File: config.mk
export PLATFORM = sky130hd
export DESIGN_NAME = shreg_ser_ctrl
export DESIGN_NICKNAME = d
export VERILOG_FILES = /design/src/rtl/shreg_ser_ctrl.sv
export SDC_FILE = /design/constraint.sdc
export NUM_CORES = 1
export LEC_CHECK = 0
export CAP_MARGIN = 10
export CORE_UTILIZATION = 47
export CTS_CLUSTER_DIAMETER = 150
export DETAILED_ROUTE_END_ITERATION = 12
export PLACE_DENSITY = 0.8
export RECOVER_POWER = 50
export SLEW_MARGIN = 20
export SYNTH_ARGS = -nofsm -noshare
export SYNTH_HDL_FRONTEND = slang
export SYNTH_SLANG_ARGS = --single-unit
File: constraint.sdc
create_clock -name clk -period 3.1 [get_ports clk]
set_input_delay 0.62 -clock clk [delete_from_list [all_inputs] [get_ports clk]]
set_output_delay 0.62 -clock clk [all_outputs]
set_load 0.05 [all_outputs]
File: src/rtl/shreg_ser_ctrl.sv
// Load/shift sequencer for a 4-bit universal shift register.
// Serializes accepted parallel words MSB-first with valid/ready back-pressure.
module shreg_ser_ctrl #(
  parameter int WIDTH = 4,
  parameter int GAP   = 1,
  parameter int CNT_W = 3
) (
  input  logic             clk,
  input  logic             reset,
  input  logic             in_valid,
  input  logic [WIDTH-1:0] in_data,
  output logic             in_ready,
  input  logic             flush,
  output logic [1:0]       sr_sel,
  output logic [WIDTH-1:0] sr_u,
  input  logic             sr_t3,
  output logic             tx_valid,
  output logic             tx_bit,
  input  logic             tx_ready,
  output logic             done,
  output logic             busy
);

  typedef enum logic [1:0] {S_IDLE, S_LOAD, S_SHIFT, S_GAP} state_t;

  localparam logic [CNT_W-1:0] LAST_BIT = CNT_W'(WIDTH - 1);
  localparam logic [CNT_W-1:0] LAST_GAP = CNT_W'((GAP > 0) ? GAP - 1 : 0);

  state_t           state, state_nxt;
  logic [CNT_W-1:0] cnt, cnt_nxt;
  logic [WIDTH-1:0] word, word_nxt;

  always_ff @(posedge clk) begin
    if (reset) begin
      state <= S_IDLE;
      cnt   <= '0;
      word  <= '0;
    end else begin
      state <= state_nxt;
      cnt   <= cnt_nxt;
      word  <= word_nxt;
    end
  end

  always_comb begin
    state_nxt = state;
    cnt_nxt   = cnt;
    word_nxt  = word;
    if (flush) begin
      state_nxt = S_IDLE;
      cnt_nxt   = '0;
    end else begin
      case (state)
        S_IDLE:
          if (in_valid) begin
            word_nxt  = in_data;
            state_nxt = S_LOAD;
          end
        S_LOAD: begin
          state_nxt = S_SHIFT;
          cnt_nxt   = '0;
        end
        S_SHIFT:
          if (tx_ready) begin
            if (cnt == LAST_BIT) begin
              cnt_nxt   = '0;
              state_nxt = (GAP > 0) ? S_GAP : S_IDLE;
            end else begin
              cnt_nxt = cnt + CNT_W'(1);
            end
          end
        S_GAP:
          if (cnt == LAST_GAP) begin
            cnt_nxt   = '0;
            state_nxt = S_IDLE;
          end else begin
            cnt_nxt = cnt + CNT_W'(1);
          end
        default: state_nxt = S_IDLE;
      endcase
    end
  end

  // in_ready drops during flush so a word offered in that cycle is not silently lost.
  always_comb begin
    in_ready = 1'b0;
    sr_sel   = 2'b00;
    sr_u     = word;
    tx_valid = 1'b0;
    done     = 1'b0;
    busy     = (state != S_IDLE);
    if (reset) begin
      sr_u = '0;
      busy = 1'b0;
    end else if (!flush) begin
      case (state)
        S_IDLE:  in_ready = 1'b1;
        S_LOAD:  sr_sel = 2'b10;
        S_SHIFT: begin
          tx_valid = 1'b1;
          if (tx_ready) sr_sel = 2'b01;
          done = tx_ready && (cnt == LAST_BIT);
        end
        default: ;
      endcase
    end
  end

  assign tx_bit = sr_t3;

endmodule

==> results of run 1 <==
[registers in the layout, summed over array words and instances, names as in the netlist]
name   flops
word       4
cnt        3
state      2
[metrics by stage]
stage / total power, mW / area, µm²
global route: 0.2866 / 877.1
finish: 0.2722 / 877.1
global placement: 0.1894 / 880.8
floorplan: 0.1686 / 651.9
CTS: 0.2787 / 907.1
detailed placement: 0.1908 / 880.8
[cells by family after synthesis]
logic type	count (synthesis)
AOI/OAI and AO/OA	8
and+or+nand+nor	30
muxes	5
DFF	9
buffers and inverters	9
adders and majority gates	9
[power groups by stage]
| stage | Combinational (mW) | Sequential, mW | Clock [mW] |
|---|---|---|---|
| final | 0.0615 | 0.122 | 0.0887 |
| after global routing | 0.0667 | 0.122 | 0.0975 |
| after CTS | 0.0665 | 0.122 | 0.0902 |
| after detailed placement | 0.0663 | 0.124 | 0 |
| after global placement | 0.0651 | 0.124 | 0 |
| after floorplan | 0.0446 | 0.124 | 0 |
[cell type report]
| class | instances | area (µm²) |
|---|---|---|
| Fill cell | 107 | 424.2 |
| Multi-Input combinational cell | 52 | 404.1 |
| Timing Repair Buffer | 19 | 221.5 |
| Sequential cell | 9 | 180.2 |
| Clock buffer | 4 | 26.28 |
| Inverter | 7 | 26.28 |
| Tap cell | 15 | 18.77 |
[routing by layer]
| metal | share of wire | vias to the layer above |
|---|---|---|
| met2 | 0.49 | 26 |
| li1 | - | 275 |
| met3 | 0.080 | 4 |
| met1 | 0.41 | 239 |
| met4 | 0.021 | 0 |
| met5 | 0 | - |
[worst max-delay path by stage]
stage | to | cells past startpoint
floorplan | done | 3
global placement | done | 5
detailed placement | done | 5
CTS | done | 5
global route | done | 5
finish | done | 5
[worst register-to-register path, stage by stage (launching register included)]
cell and delay (ns):
sky130_fd_sc_hd__dfxtp_1 0.37, sky130_fd_sc_hd__inv_1 0.10, sky130_fd_sc_hd__ha_1 0.29, sky130_fd_sc_hd__nor2b_4 0.16
sky130_fd_sc_hd__a2111oi_0 0.86, sky130_fd_sc_hd__nor2_1 0.11, sky130_fd_sc_hd__a211oi_1 0.29
[cell usage after synthesis, drive strengths merged]
library cell  count
nor2             10
dfxtp             9
ha                9
inv               7
nor2b             6
mux2i             5
and2              4
nand3             3
a32oi             2
buf               2
or2               2
a2111oi           1
a211oi            1
a21o              1
a21oi             1
and2b             1
and3              1
nand2             1
nand2b            1
nand3b            1
o31ai             1
o41ai             1
==> impl_metrics.xml, run 1 <==
<?xml version="1.0" encoding="UTF-8"?>
<metrics>
  <group name="status">
    <metric name="result_of_the_run" unit="">finished, final reports clean</metric>
  </group>
  <group name="synthesis">
    <metric name="synth.area.top_cells" unit="">sky130_fd_sc_hd__dfxtp_1, sky130_fd_sc_hd__ha_1, sky130_fd_sc_hd__mux2i_1, sky130_fd_sc_hd__nor2_1, sky130_fd_sc_hd__a2111oi_4</metric>
    <metric name="synth_compound_gate_area_share" unit="">0.1344</metric>
    <metric name="share_of_synthesized_cell_area_in_and_or_nand_and_nor_gates" unit="">0.2764</metric>
    <metric name="synth.largest_area_cell" unit="">sky130_fd_sc_hd__dfxtp_1</metric>
    <metric name="synth_adder_area_share" unit="">0.1727</metric>
    <metric name="avgSynthCellArea" unit="µm²">9.313</metric>
    <metric name="combinational_family_with_the_most_area_after_synthesis" unit="">simple AND/OR/NAND/NOR gates</metric>
    <metric name="synth_mux_area_frac" unit="">0.07678</metric>
    <metric name="synth_seq_area_share" unit="">0.2764</metric>
    <metric name="synth.distinct_cells" unit="">26</metric>
    <metric name="netlist_instances" unit="">70</metric>
    <metric name="synthesis.area" unit="µm²">651.9</metric>
    <metric name="synth_top_area_frac" unit="">0.2764</metric>
    <metric name="yosys_warnings" unit="">0</metric>
    <metric name="synth_xor_xnor_area_share" unit="">0</metric>
    <metric name="synth-seq-cells" unit="">9</metric>
    <metric name="synthesis.nets" unit="">89</metric>
  </group>
  <group name="clock_network">
    <metric name="clkTransAtPathRegs" unit="ns">0.06</metric>
    <metric name="clk_latency_worst_skew_pair" unit="ns">0.26</metric>
    <metric name="clockRootBuffer" unit="">sky130_fd_sc_hd__clkbuf_4</metric>
    <metric name="tritoncts_clock_tree" unit="">done</metric>
    <metric name="clock_path_buffers" unit="">2</metric>
    <metric name="post_cts.repair.setup_buffers" unit="">0</metric>
    <metric name="ctsHtreeMaxLevel" unit="">1</metric>
    <metric name="numCtsBuffers" unit="">3</metric>
    <metric name="cts_resized" unit="">0</metric>
    <metric name="clock_sink_total" unit="">9</metric>
    <metric name="hold_buffers" unit="">0</metric>
  </group>
  <group name="detailed_routing">
    <metric name="wl_per_cell" unit="µm">11.00</metric>
    <metric name="drt_iter0_drc" unit="">4</metric>
    <metric name="antenna_left" unit="">0</metric>
    <metric name="total_via_count_after_detailed_routing" unit="">544</metric>
    <metric name="detail_route.wirelength" unit="mm">1.166</metric>
    <metric name="dr.pass1.iters" unit="">4</metric>
    <metric name="post_drt_via_cell_ratio" unit="">5.132</metric>
    <metric name="post-route-drc-count" unit="">0</metric>
  </group>
  <group name="critical_path">
    <metric name="timing.critical_path.required" unit="ns">2.48</metric>
    <metric name="critPathBufInv" unit="">2</metric>
    <metric name="worstSetupEndpointType" unit="">output port</metric>
    <metric name="setup.worst_path.start_class" unit="">input port</metric>
    <metric name="worstReg2RegStart" unit="">state[0]$_SDFFE_PP0P_</metric>
    <metric name="critical_path.max_fanout" unit="">6</metric>
    <metric name="crit_type" unit="">input port to output port</metric>
    <metric name="crit_start" unit="">flush</metric>
    <metric name="reg2regPathDepth" unit="">6</metric>
    <metric name="worst-r2r-setup-slack" unit="ns">0.82</metric>
    <metric name="worst_path_max_delay_cell" unit="">sky130_fd_sc_hd__dlygate4sd3_1</metric>
    <metric name="cp_data_arrival_time" unit="ns">2.06</metric>
    <metric name="crit_chain" unit="">dlygate4sd3_1, nor2_1, and3_2, and2_1, buf_12</metric>
    <metric name="cpPeakStageDelay" unit="ns">0.56</metric>
    <metric name="crit-reg2reg-capture" unit="">state[0]$_SDFFE_PP0P_</metric>
    <metric name="cpLargestDelayFamily" unit="">simple AND/OR/NAND/NOR gates</metric>
  </group>
  <group name="placement">
    <metric name="number_of_placed_cells_counting_well_taps" unit="">102</metric>
    <metric name="hpwl" unit="µm">953.5</metric>
    <metric name="place.gp.congestion" unit="">0.7313</metric>
    <metric name="place.port_buffers" unit="">18</metric>
    <metric name="post-place-ws" unit="ns">0.5458</metric>
  </group>
  <group name="timing">
    <metric name="worst-slew-pin-transition" unit="ns">1.013</metric>
    <metric name="final.period_utilization" unit="">0.8657</metric>
    <metric name="fin_tns_setup" unit="ns">0</metric>
    <metric name="grt_setup_unrepaired" unit="">false</metric>
    <metric name="slew_limit_fails" unit="">0</metric>
    <metric name="setup_viol_count_final" unit="">0</metric>
    <metric name="worst_slew_margin_rel" unit="">0.3069</metric>
    <metric name="clock.fmax" unit="MHz">372.6</metric>
    <metric name="worst_slack" unit="ns">0.4163</metric>
    <metric name="finalHoldViolations" unit="">0</metric>
    <metric name="hold_slack" unit="ns">0.4903</metric>
    <metric name="post-route-min-period" unit="ns">2.684</metric>
    <metric name="fin_worst_skew" unit="ns">0.006185</metric>
  </group>
  <group name="global_routing">
    <metric name="groute.layer.met3.usage" unit="">0.02890</metric>
    <metric name="grt_first_pass_wirelength" unit="mm">1.814</metric>
    <metric name="grt_pass1_vias" unit="">456</metric>
    <metric name="use_met2" unit="">0.3042</metric>
    <metric name="overflow" unit="">0</metric>
    <metric name="grt_max_degree" unit="">11</metric>
    <metric name="groute.usage.overall" unit="">0.1778</metric>
    <metric name="grt-busiest-layer" unit="">met2</metric>
    <metric name="grt_use_met1" unit="">0.1972</metric>
    <metric name="grt_antenna_before_repair" unit="">0</metric>
  </group>
  <group name="finish">
    <metric name="diode_count" unit="">0</metric>
    <metric name="final_nets" unit="">111</metric>
    <metric name="area_growth" unit="%">34.55</metric>
    <metric name="mostFrequentLayoutCell" unit="">sky130_fd_sc_hd__nor2_1</metric>
    <metric name="cell_count_final_fillers_out" unit="">106</metric>
    <metric name="postLayoutCoreUtil" unit="">0.6740</metric>
    <metric name="fraction_of_layout_cells_with_a_size_suffix_above_1" unit="">0.2198</metric>
    <metric name="final_cell_mix" unit="">sky130_fd_sc_hd__nor2_1, sky130_fd_sc_hd__ha_1, sky130_fd_sc_hd__dfxtp_1</metric>
  </group>
  <group name="floorplanning">
    <metric name="dieArea" unit="µm²">1540</metric>
    <metric name="coreArea" unit="µm²">1301</metric>
    <metric name="core.rowCount" unit="">13</metric>
    <metric name="floorplan.initialDensity" unit="">0.5010</metric>
    <metric name="fp.dieH" unit="µm">39.24</metric>
    <metric name="die_w" unit="µm">39.24</metric>
    <metric name="num_io_pins" unit="">21</metric>
  </group>
  <group name="pwr">
    <metric name="p_per_area" unit="nW/µm²">310.3</metric>
    <metric name="pwr-share-comb" unit="">0.226</metric>
    <metric name="share_clk_of_total_power" unit="">0.326</metric>
    <metric name="cell_internal_pwr" unit="mW">0.1975</metric>
    <metric name="power.switching" unit="mW">0.07466</metric>
    <metric name="power_frac_seq" unit="">0.448</metric>
    <metric name="worst_ir_drop_vdd" unit="µV">194.1</metric>
    <metric name="power.share.switching" unit="">0.2743</metric>
    <metric name="power.leakage" unit="nW">0.3912</metric>
  </group>
  <group name="min_path">
    <metric name="critical_hold_path_startpoint" unit="">word[2]$_SDFFE_PP0P_</metric>
    <metric name="timing.hold.worst_path_depth" unit="">2</metric>
    <metric name="min_delay_worst_endpoint" unit="">word[2]$_SDFFE_PP0P_</metric>
    <metric name="min_path_type" unit="">register to register</metric>
  </group>
  <group name="flow_run">
    <metric name="count_of_max_cap_constraint_violations" unit="">0</metric>
  </group>
</metrics>
Note: power is estimated with default switching activity, not from simulation.
==> inputs of run 2 (changes only) <==
--- a/config.mk
+++ b/config.mk
@@ -6,10 +6,11 @@
 export NUM_CORES = 1
 export LEC_CHECK = 0
 export CAP_MARGIN = 10
-export CORE_UTILIZATION = 47
-export CTS_CLUSTER_DIAMETER = 150
+export CORE_UTILIZATION = 44
+export CTS_CLUSTER_DIAMETER = 80
 export DETAILED_ROUTE_END_ITERATION = 12
-export PLACE_DENSITY = 0.8
+export GPL_TIMING_DRIVEN = 0
+export PLACE_DENSITY = 0.76
 export RECOVER_POWER = 50
 export SLEW_MARGIN = 20
 export SYNTH_ARGS = -nofsm -noshare
==> constraint.sdc (replaced) <==
create_clock -name clk -period 2.6 [get_ports clk]
set_input_delay 0.52 -clock clk [delete_from_list [all_inputs] [get_ports clk]]
set_output_delay 0.52 -clock clk [all_outputs]
set_load 0.05 [all_outputs]
==> run 2 against run 1 <==
Effect of this change:
- cell area decreased by 1.4%
- first-iteration DRC count shrank 25%
- setup slack worse by 0.35 ns
- critical endpoint is now sr_sel[0]
==> impl_metrics.xml, run 2 (synthesis gave the netlist of run 1 again) <==
<?xml version="1.0" encoding="UTF-8"?>
<metrics>
  <group name="placement">
    <metric name="post-place-ws" unit="ns">-0.3407</metric>
    <metric name="place.port_buffers" unit="">19</metric>
    <metric name="hpwl" unit="µm">898.2</metric>
    <metric name="placed_area" unit="µm²">860.8</metric>
    <metric name="number_of_placed_cells_counting_well_taps" unit="">104</metric>
    <metric name="place.gp.congestion" unit="">0.7133</metric>
  </group>
  <group name="floorplanning">
    <metric name="fp.dieH" unit="µm">40.49</metric>
    <metric name="num_io_pins" unit="">21</metric>
    <metric name="die_w" unit="µm">40.49</metric>
    <metric name="coreArea" unit="µm²">1334</metric>
    <metric name="floorplan.initialDensity" unit="">0.4887</metric>
    <metric name="core.rowCount" unit="">13</metric>
    <metric name="dieArea" unit="µm²">1639</metric>
  </group>
  <group name="pwr">
    <metric name="p_per_area" unit="nW/µm²">383.5</metric>
    <metric name="worst_ir_drop_vdd" unit="µV">357.2</metric>
    <metric name="share_clk_of_total_power" unit="">0.334</metric>
    <metric name="power.switching" unit="mW">0.09685</metric>
    <metric name="design_power_total" unit="mW">0.3316</metric>
    <metric name="cell_internal_pwr" unit="mW">0.2347</metric>
    <metric name="pwr-share-comb" unit="">0.227</metric>
    <metric name="power_frac_seq" unit="">0.439</metric>
    <metric name="power.leakage" unit="nW">0.4696</metric>
    <metric name="power.share.switching" unit="">0.2921</metric>
  </group>
  <group name="clock_network">
    <metric name="tritoncts_clock_tree" unit="">done</metric>
    <metric name="clock_path_buffers" unit="">2</metric>
    <metric name="post_cts.repair.setup_buffers" unit="">0</metric>
    <metric name="numCtsBuffers" unit="">3</metric>
    <metric name="clk_latency_worst_skew_pair" unit="ns">0.27</metric>
    <metric name="clockRootBuffer" unit="">sky130_fd_sc_hd__clkbuf_4</metric>
    <metric name="clock_sink_total" unit="">9</metric>
    <metric name="hold_buffers" unit="">0</metric>
    <metric name="clkTransAtPathRegs" unit="ns">0.06</metric>
    <metric name="ctsHtreeMaxLevel" unit="">1</metric>
  </group>
  <group name="global_routing">
    <metric name="groute.usage.overall" unit="">0.1737</metric>
    <metric name="grt_first_pass_wirelength" unit="mm">1.794</metric>
    <metric name="grt_antenna_before_repair" unit="">0</metric>
    <metric name="grt_pass1_vias" unit="">470</metric>
    <metric name="overflow" unit="">0</metric>
    <metric name="grt_max_degree" unit="">11</metric>
  </group>
  <group name="detailed_routing">
    <metric name="antenna_left" unit="">0</metric>
    <metric name="post_drt_via_cell_ratio" unit="">5.120</metric>
    <metric name="total_via_count_after_detailed_routing" unit="">553</metric>
    <metric name="detail_route.wirelength" unit="mm">1.177</metric>
    <metric name="post-route-drc-count" unit="">0</metric>
    <metric name="drt_iter0_drc" unit="">3</metric>
    <metric name="wl_per_cell" unit="µm">10.90</metric>
    <metric name="dr.pass1.iters" unit="">3</metric>
  </group>
  <group name="critical_path">
    <metric name="worstSetupEndpointType" unit="">output port</metric>
    <metric name="worstReg2RegStart" unit="">state[0]$_SDFFE_PP0P_</metric>
    <metric name="setup.worst_path.start_class" unit="">input port</metric>
    <metric name="crit_type" unit="">input port to output port</metric>
    <metric name="reg2regPathDepth" unit="">6</metric>
    <metric name="worst-r2r-setup-slack" unit="ns">0.32</metric>
    <metric name="timing.critical_path.required" unit="ns">2.08</metric>
    <metric name="cp_data_arrival_time" unit="ns">2.01</metric>
    <metric name="critical_path.max_fanout" unit="">6</metric>
    <metric name="crit-reg2reg-capture" unit="">state[0]$_SDFFE_PP0P_</metric>
  </group>
  <group name="finish">
    <metric name="final_cell_mix" unit="">sky130_fd_sc_hd__nor2_1, sky130_fd_sc_hd__ha_1, sky130_fd_sc_hd__dfxtp_1, sky130_fd_sc_hd__clkdlybuf4s50_1, sky130_fd_sc_hd__inv_1</metric>
    <metric name="biggestRegsByFlops" unit="">word x4, cnt x3, state x2</metric>
    <metric name="mostFrequentLayoutCell" unit="">sky130_fd_sc_hd__nor2_1</metric>
    <metric name="cell_count_final_fillers_out" unit="">108</metric>
    <metric name="largest_register_ffs" unit="">4</metric>
    <metric name="stdcell_area" unit="µm²">864.6</metric>
    <metric name="fraction_of_layout_cells_with_a_size_suffix_above_1" unit="">0.1290</metric>
    <metric name="area_growth" unit="%">32.63</metric>
    <metric name="final_nets" unit="">113</metric>
    <metric name="diode_count" unit="">0</metric>
    <metric name="max_flop_register" unit="">word</metric>
  </group>
  <group name="timing">
    <metric name="clock.fmax" unit="MHz">395.3</metric>
    <metric name="worst-slew-pin-transition" unit="ns">1.035</metric>
    <metric name="fin_worst_skew" unit="ns">0.005597</metric>
    <metric name="hold_slack" unit="ns">0.4742</metric>
    <metric name="post-route-min-period" unit="ns">2.530</metric>
    <metric name="final.period_utilization" unit="">0.9730</metric>
    <metric name="worst_slack" unit="ns">0.07026</metric>
    <metric name="setup_viol_count_final" unit="">0</metric>
    <metric name="worst_slew_margin_rel" unit="">0.2921</metric>
    <metric name="slew_limit_fails" unit="">0</metric>
    <metric name="finalHoldViolations" unit="">0</metric>
    <metric name="grt_setup_unrepaired" unit="">false</metric>
  </group>
  <group name="min_path">
    <metric name="min_path_type" unit="">register to register</metric>
    <metric name="critical_hold_path_startpoint" unit="">cnt[0]$_SDFFE_PP0P_</metric>
    <metric name="timing.hold.worst_path_depth" unit="">2</metric>
    <metric name="min_delay_worst_endpoint" unit="">cnt[0]$_SDFFE_PP0P_</metric>
  </group>
  <group name="flow_run">
    <metric name="count_of_max_cap_constraint_violations" unit="">0</metric>
  </group>
  <group name="status">
    <metric name="result_of_the_run" unit="">finished, final reports clean</metric>
  </group>
</metrics>
-- run 2: changes by cell type in the layout (fill, tap and decap cells not counted), moves of 2 or more --
cell and delta:
sky130_fd_sc_hd__dlymetal6s2s_1 +5, sky130_fd_sc_hd__buf_4 -4, sky130_fd_sc_hd__clkdlybuf4s50_1 +2, sky130_fd_sc_hd__buf_12 -5
sky130_fd_sc_hd__dlygate4sd2_1 +3
-- run 2: how the worst max path moves through the flow --
stage | end | from
after floorplan | done | reset
final | sr_sel[0] | reset
after global routing | sr_sel[0] | reset
after global placement | done | reset
after CTS | sr_u[0] | reset
after detailed placement | done | reset
-- run 2: area by class of cell --
class                      count  area (µm²)
fill                         126       469.2
sequential                     9       180.2
inverter                       7       26.28
clock buffer                   4       26.28
timing repair buffer          19       200.2
buffer                         2       11.26
multi-input combinational     52       401.6
tap                           15       18.77
-- run 2: per-stage QoR --
stage,util,setup TNS [ns]
2_1_floorplan,-,0
3_3_place_gp,0.6454,-1.067
3_5_place_dp,0.6454,-1.095
4_1_cts,0.6623,0
5_1_grt,0.6482,0
6_report,0.6482,0
-- run 2: per-layer routing --
metal | vias to the layer above | track usage | part of all wire | wire length (µm)
li1 | 282 | - | - | -
met1 | 244 | 0.1672 | 0.44 | 522
met2 | 22 | 0.3095 | 0.47 | 549
met3 | 5 | 0.03333 | 0.057 | 67
met4 | 0 | 0.1500 | 0.032 | 38
met5 | - | 0 | 0 | 0
-- run 2: power by group through the flow --
| stage | clock [mW] | sequential, mW | combinational [mW] |
|---|---|---|---|
| CTS | 0.114 | 0.146 | 0.0802 |
| global placement | 0 | 0.148 | 0.0802 |
| floorplan | 0 | 0.148 | 0.0532 |
| detailed placement | 0 | 0.149 | 0.0807 |
| finish | 0.111 | 0.146 | 0.0752 |
| global route | 0.118 | 0.146 | 0.0811 |
-- run 2: what timing repair did --
item,CTS,global route
endpoints found under the setup margin,5,6
gates resized for setup,7,6
gates cloned,0,0
-- run 2: worst max-delay path, cell delays in order --
cell and delay (ns):
sky130_fd_sc_hd__clkdlybuf4s50_1 0.42, sky130_fd_sc_hd__nor2_1 0.33, sky130_fd_sc_hd__and3_2 0.24, sky130_fd_sc_hd__clkdlybuf4s15_1 0.49
